==> config.mk <==
export PLATFORM = sky130hd
export DESIGN_NAME = pix_fifo
export DESIGN_NICKNAME = d
export VERILOG_FILES = /design/src/rtl/pix_fifo.sv
export SDC_FILE = /design/constraint.sdc
export NUM_CORES = 1
export LEC_CHECK = 0
export CORE_ASPECT_RATIO = 1.4
export CORE_MARGIN = 5
export CORE_UTILIZATION = 29
export CTS_CLUSTER_DIAMETER = 50
export DETAILED_ROUTE_END_ITERATION = 12
export RECOVER_POWER = 100
export SETUP_SLACK_MARGIN = 0.15
export SLEW_MARGIN = 20
export SYNTH_ARGS = -nofsm -noshare
export SYNTH_HDL_FRONTEND = slang
export SYNTH_SLANG_ARGS = --single-unit
==> constraint.sdc <==
create_clock -name CLKIN_IN -period 4.6 [get_ports CLKIN_IN]
set_input_delay 0.92 -clock CLKIN_IN [delete_from_list [all_inputs] [get_ports CLKIN_IN]]
set_output_delay 0.92 -clock CLKIN_IN [all_outputs]
set_load 0.05 [all_outputs]
==> src/rtl/pix_fifo.sv <==
`default_nettype none
// pix_fifo: synchronous RGB332 pixel FIFO feeding the VGA controller.
// Empty reads return BLANK_PIX and latch a sticky underflow flag so the display never stalls.
module pix_fifo #(
   parameter int         DEPTH_LOG2   = 4,
   parameter int         AFULL_THRESH = 12,
   parameter logic [7:0] BLANK_PIX    = 8'h00
) (
   input  logic                  CLKIN_IN,
   input  logic                  RST_IN,
   input  logic                  WR_EN,
   input  logic [7:0]            WR_DATA,
   output logic                  FULL,
   output logic                  AFULL,
   output logic [DEPTH_LOG2:0]   LEVEL,
   input  logic                  RD_EN,
   output logic [7:0]            PIX_DATA,
   output logic                  PIX_VALID,
   input  logic                  FLUSH,
   output logic                  UNDERFLOW,
   input  logic                  CLR_UFLOW
);

   localparam int                DEPTH     = 1 << DEPTH_LOG2;
   localparam logic [DEPTH_LOG2:0] PTR_ONE   = {{DEPTH_LOG2{1'b0}}, 1'b1};
   localparam logic [DEPTH_LOG2:0] AFULL_LVL = AFULL_THRESH[DEPTH_LOG2:0];

   logic [7:0]              mem [DEPTH];
   logic [DEPTH_LOG2:0]     wr_ptr;
   logic [DEPTH_LOG2:0]     rd_ptr;
   logic                    empty;
   logic                    wr_ok;
   logic                    rd_ok;
   logic                    uflow_set;

   // Extra pointer MSB distinguishes full from empty when the index bits match.
   assign empty     = (wr_ptr == rd_ptr);
   assign FULL      = (wr_ptr[DEPTH_LOG2] != rd_ptr[DEPTH_LOG2]) &&
                      (wr_ptr[DEPTH_LOG2-1:0] == rd_ptr[DEPTH_LOG2-1:0]);
   assign LEVEL     = wr_ptr - rd_ptr;
   assign AFULL     = (LEVEL >= AFULL_LVL);

   assign wr_ok     = WR_EN && !FULL && !FLUSH;
   assign rd_ok     = RD_EN && !empty && !FLUSH;
   assign uflow_set = RD_EN && empty && !FLUSH;

   always_ff @(posedge CLKIN_IN) begin
      if (wr_ok) begin
         mem[wr_ptr[DEPTH_LOG2-1:0]] <= WR_DATA;
      end
   end

   always_ff @(posedge CLKIN_IN or negedge RST_IN) begin
      if (!RST_IN) begin
         wr_ptr    <= '0;
         rd_ptr    <= '0;
         PIX_DATA  <= BLANK_PIX;
         PIX_VALID <= 1'b0;
         UNDERFLOW <= 1'b0;
      end else begin
         if (FLUSH) begin
            wr_ptr    <= '0;
            rd_ptr    <= '0;
            PIX_DATA  <= BLANK_PIX;
            PIX_VALID <= 1'b0;
         end else begin
            if (wr_ok) begin
               wr_ptr <= wr_ptr + PTR_ONE;
            end
            if (rd_ok) begin
               PIX_DATA  <= mem[rd_ptr[DEPTH_LOG2-1:0]];
               PIX_VALID <= 1'b1;
               rd_ptr    <= rd_ptr + PTR_ONE;
            end else if (RD_EN) begin
               PIX_DATA  <= BLANK_PIX;
               PIX_VALID <= 1'b0;
            end else begin
               PIX_VALID <= 1'b0;
            end
         end
         // A new underflow outranks a same-cycle clear.
         if (uflow_set) begin
            UNDERFLOW <= 1'b1;
         end else if (CLR_UFLOW) begin
            UNDERFLOW <= 1'b0;
         end
      end
   end

endmodule
`default_nettype wire
==> metrics <==
CTS H-tree lvls=4; starting density of the core=0.2936; WL final=12.90 mm; DP HPWL=between 8 and 9 mm; worst min path class=reg -> reg; Final Max Slew Viols=0; Worst-path clk slew=0.06 ns; Net Sw Power=approximately 0.0009 W; CTS buffer count=17; startpoint types=register; Comb power frac=0.163; Final min period=4.022 ns; CP arrival=approximately 3.1 ns; Clk pwr share=0.397; Async SR Flop Fraction=0.1351; CP Data Required Time=about 3.7 ns; Worst Hold Path Cells=2; Sequential Power Share=0.441; Synth Flop Type=edfxtp_1; first-pass GRT wire length=between 15 and 20 mm; outcome=finished, final reports clean; CTS tree=built; Post CTS Setup Buffer Count=0; count of different cell masters after synthesis=38; met1 usage=0.1239; Mapped Area=approximately 6000 µm²; # IOs=31; clock latency on the worst-skew pair=0.42 ns; Post-synth top cells=128 x edfxtp_1, 31 x nor2_1, 24 x mux4_2; internal power=0.002525 W; share of cells above drive strength 1=0.1521; syn_nets=366; port bufs=30; met3 Resource Use GR=0.02291; Rows=62; post-CTS sizing=0; routed len/inst=between 15 and 20 µm; Fin Hold WS=0.4742 ns; Final Wtd Congestion=0.7906; Setup Skew=0.007373 ns; # DRC=0; Yosys top cell area share=0.6393; Finished Layout Cells=657; Seq/Total Area, Yosys=0.7226; post-route ant nets=0; pin count of the biggest net entering global routing=44; Clock Tree Root=clkbuf_16; met2 GRT Util=0.1979; Highest Clock Rate=0.2487 GHz; crit path max fanout=4; hold buffers post-CTS=0; flop2flop setup slack=1.46 ns; synthesized flop and latch total=148; GR peak layer=met2; Syn Inst Count=342; fin crit share=0.8743; final setup TNS=0 ns; Critical Path End Type=primary output; Static Leak=2.393 nW; Final Hold Vio Count=0; leading area contributor after synthesis=edfxtp_1; Core Box Area=20480 µm²; die height=180.4 µm; EDFF count, synth=128; via count=~3200; # diodes=0; Final setup viols=0; drt first pass iters=4; area grow syn2layout=19.50%; Slew @ Worst Pin=1.274 ns; number of max-cap violations=0; CTS Sinks=148; crit path kind=reg -> out; unrepaired setup endpoints after global routing=false; headroom to the max-slew limit=0.1506; post-DR vias/cell=4.881; Avg Cell Area, Syn=17.58 µm²; switch share=0.2603; gr usage total=0.1111; maximum vdd drop=227.8 µV; Iter 0 DRT Violations=236; GRT Residual Overflow=0; Max Buffers Root-to-Sink=2; cell with the most instances after synthesis=edfxtp_1; top post-synthesis cells by area=edfxtp_1 64%, mux4_2 9.0%, dfrtp_1 8.3%, mux2i_1 3.0%, nor2_1 1.9%; Ys Warns=0; reg2reg path depth=7; Post-Place Cells=625; NumNets Final=412; area of the die=23750 µm²; Die Span X=131.7 µm; vias in the first global route=3403; antenna violations before repair=0; power per cell area=475.2 nW/µm²
per-layer routing:
layer,vias to the layer above,wire length (µm)
li1,1435,-
met1,1652,5019
met2,99,6957
met3,21,533
met4,0,393
met5,-,0
registers in the layout, indices dropped and copies added, names as in the netlist:
signal and cells:
PIX_DATA 8, PIX_VALID 1, UNDERFLOW 1, mem 128, rd_ptr 5, wr_ptr 5
stage by stage:
stage / cell area [µm²] / worst slack, ns / utilization / power, W
after floorplan: 6012 / 1.040 / - / 0.001940
after global placement: 6628 / 1.099 / 0.3236 / 0.002105
after detailed placement: 6628 / 1.066 / 0.3236 / 0.002116
after CTS: 7214 / 0.6234 / 0.3523 / 0.003458
after global routing: 7184 / 0.4589 / 0.3508 / 0.003534
final: 7184 / 0.5783 / 0.3508 / 0.003414
power groups by stage:
stage               sequential, W  combinational [W]  clock [W]
floorplan                 0.00157           0.000367          0
global placement          0.00153           0.000575          0
detailed placement        0.00153           0.000583          0
CTS                       0.00151           0.000585    0.00137
global route              0.00151           0.000594    0.00143
finish                    0.00150           0.000556    0.00135
cells by family after synthesis:
kind of cell	share of synthesized area
and+or+nand+nor	0.04600
xor gates and xnor gates	0.01582
muxes	0.1199
adders and majority gates	0.02206
DFF	0.7226
AOI/OAI and AO/OA	0.05265
buffers and inverters	0.02102
final cells by class:
| cell class | instances | area (µm²) |
|---|---|---|
| timing repair buffer | 39 | 346.6 |
| fill | 1934 | 13300 |
| inverter | 14 | 52.55 |
| clock buffer | 21 | 460.4 |
| clock inverter | 11 | 126.4 |
| sequential | 148 | 4345 |
| multi-input combinational | 168 | 1533 |
| tap | 256 | 320.3 |
cell usage in the layout (no fill, tap or decap), types with 9 or more instances in the layout:
cell type / n
o31ai_1: 9
ha_1: 9
nand2_1: 16
inv_1: 14
edfxtp_1: 128
dlygate4sd3_1: 26
nor2_1: 31
dfrtp_1: 19
mux2i_1: 18
clkbuf_16: 17
mux4_2: 24
critical path, stage by stage, from the launching register on:
cell	delay, ns
dfrtp_1	0.41
inv_1	0.14
ha_1	0.19
inv_1	0.06
fa_1	0.41
a21o_1	0.19
a21oi_1	0.17
xnor2_1	0.10
o31ai_1	0.10
dlygate4sd3_1	0.91
worst paths after layout:
path                                               from                 endpoint
max in group asynchronous                        RST_IN    rd_ptr[0]$_DFFE_PN0P_
worst min-delay path            PIX_DATA[6]$_DFFE_PN0P_  PIX_DATA[6]$_DFFE_PN0P_
worst min register to register  PIX_DATA[6]$_DFFE_PN0P_  PIX_DATA[6]$_DFFE_PN0P_
worst max register to register    rd_ptr[2]$_DFFE_PN0P_     mem[15][7]$_DFFE_PP_
worst max-delay path              wr_ptr[0]$_DFFE_PN0P_                    AFULL
min in group asynchronous                        RST_IN  PIX_DATA[4]$_DFFE_PN0P_
No activity file was read; power rests on OpenSTA's default activity.
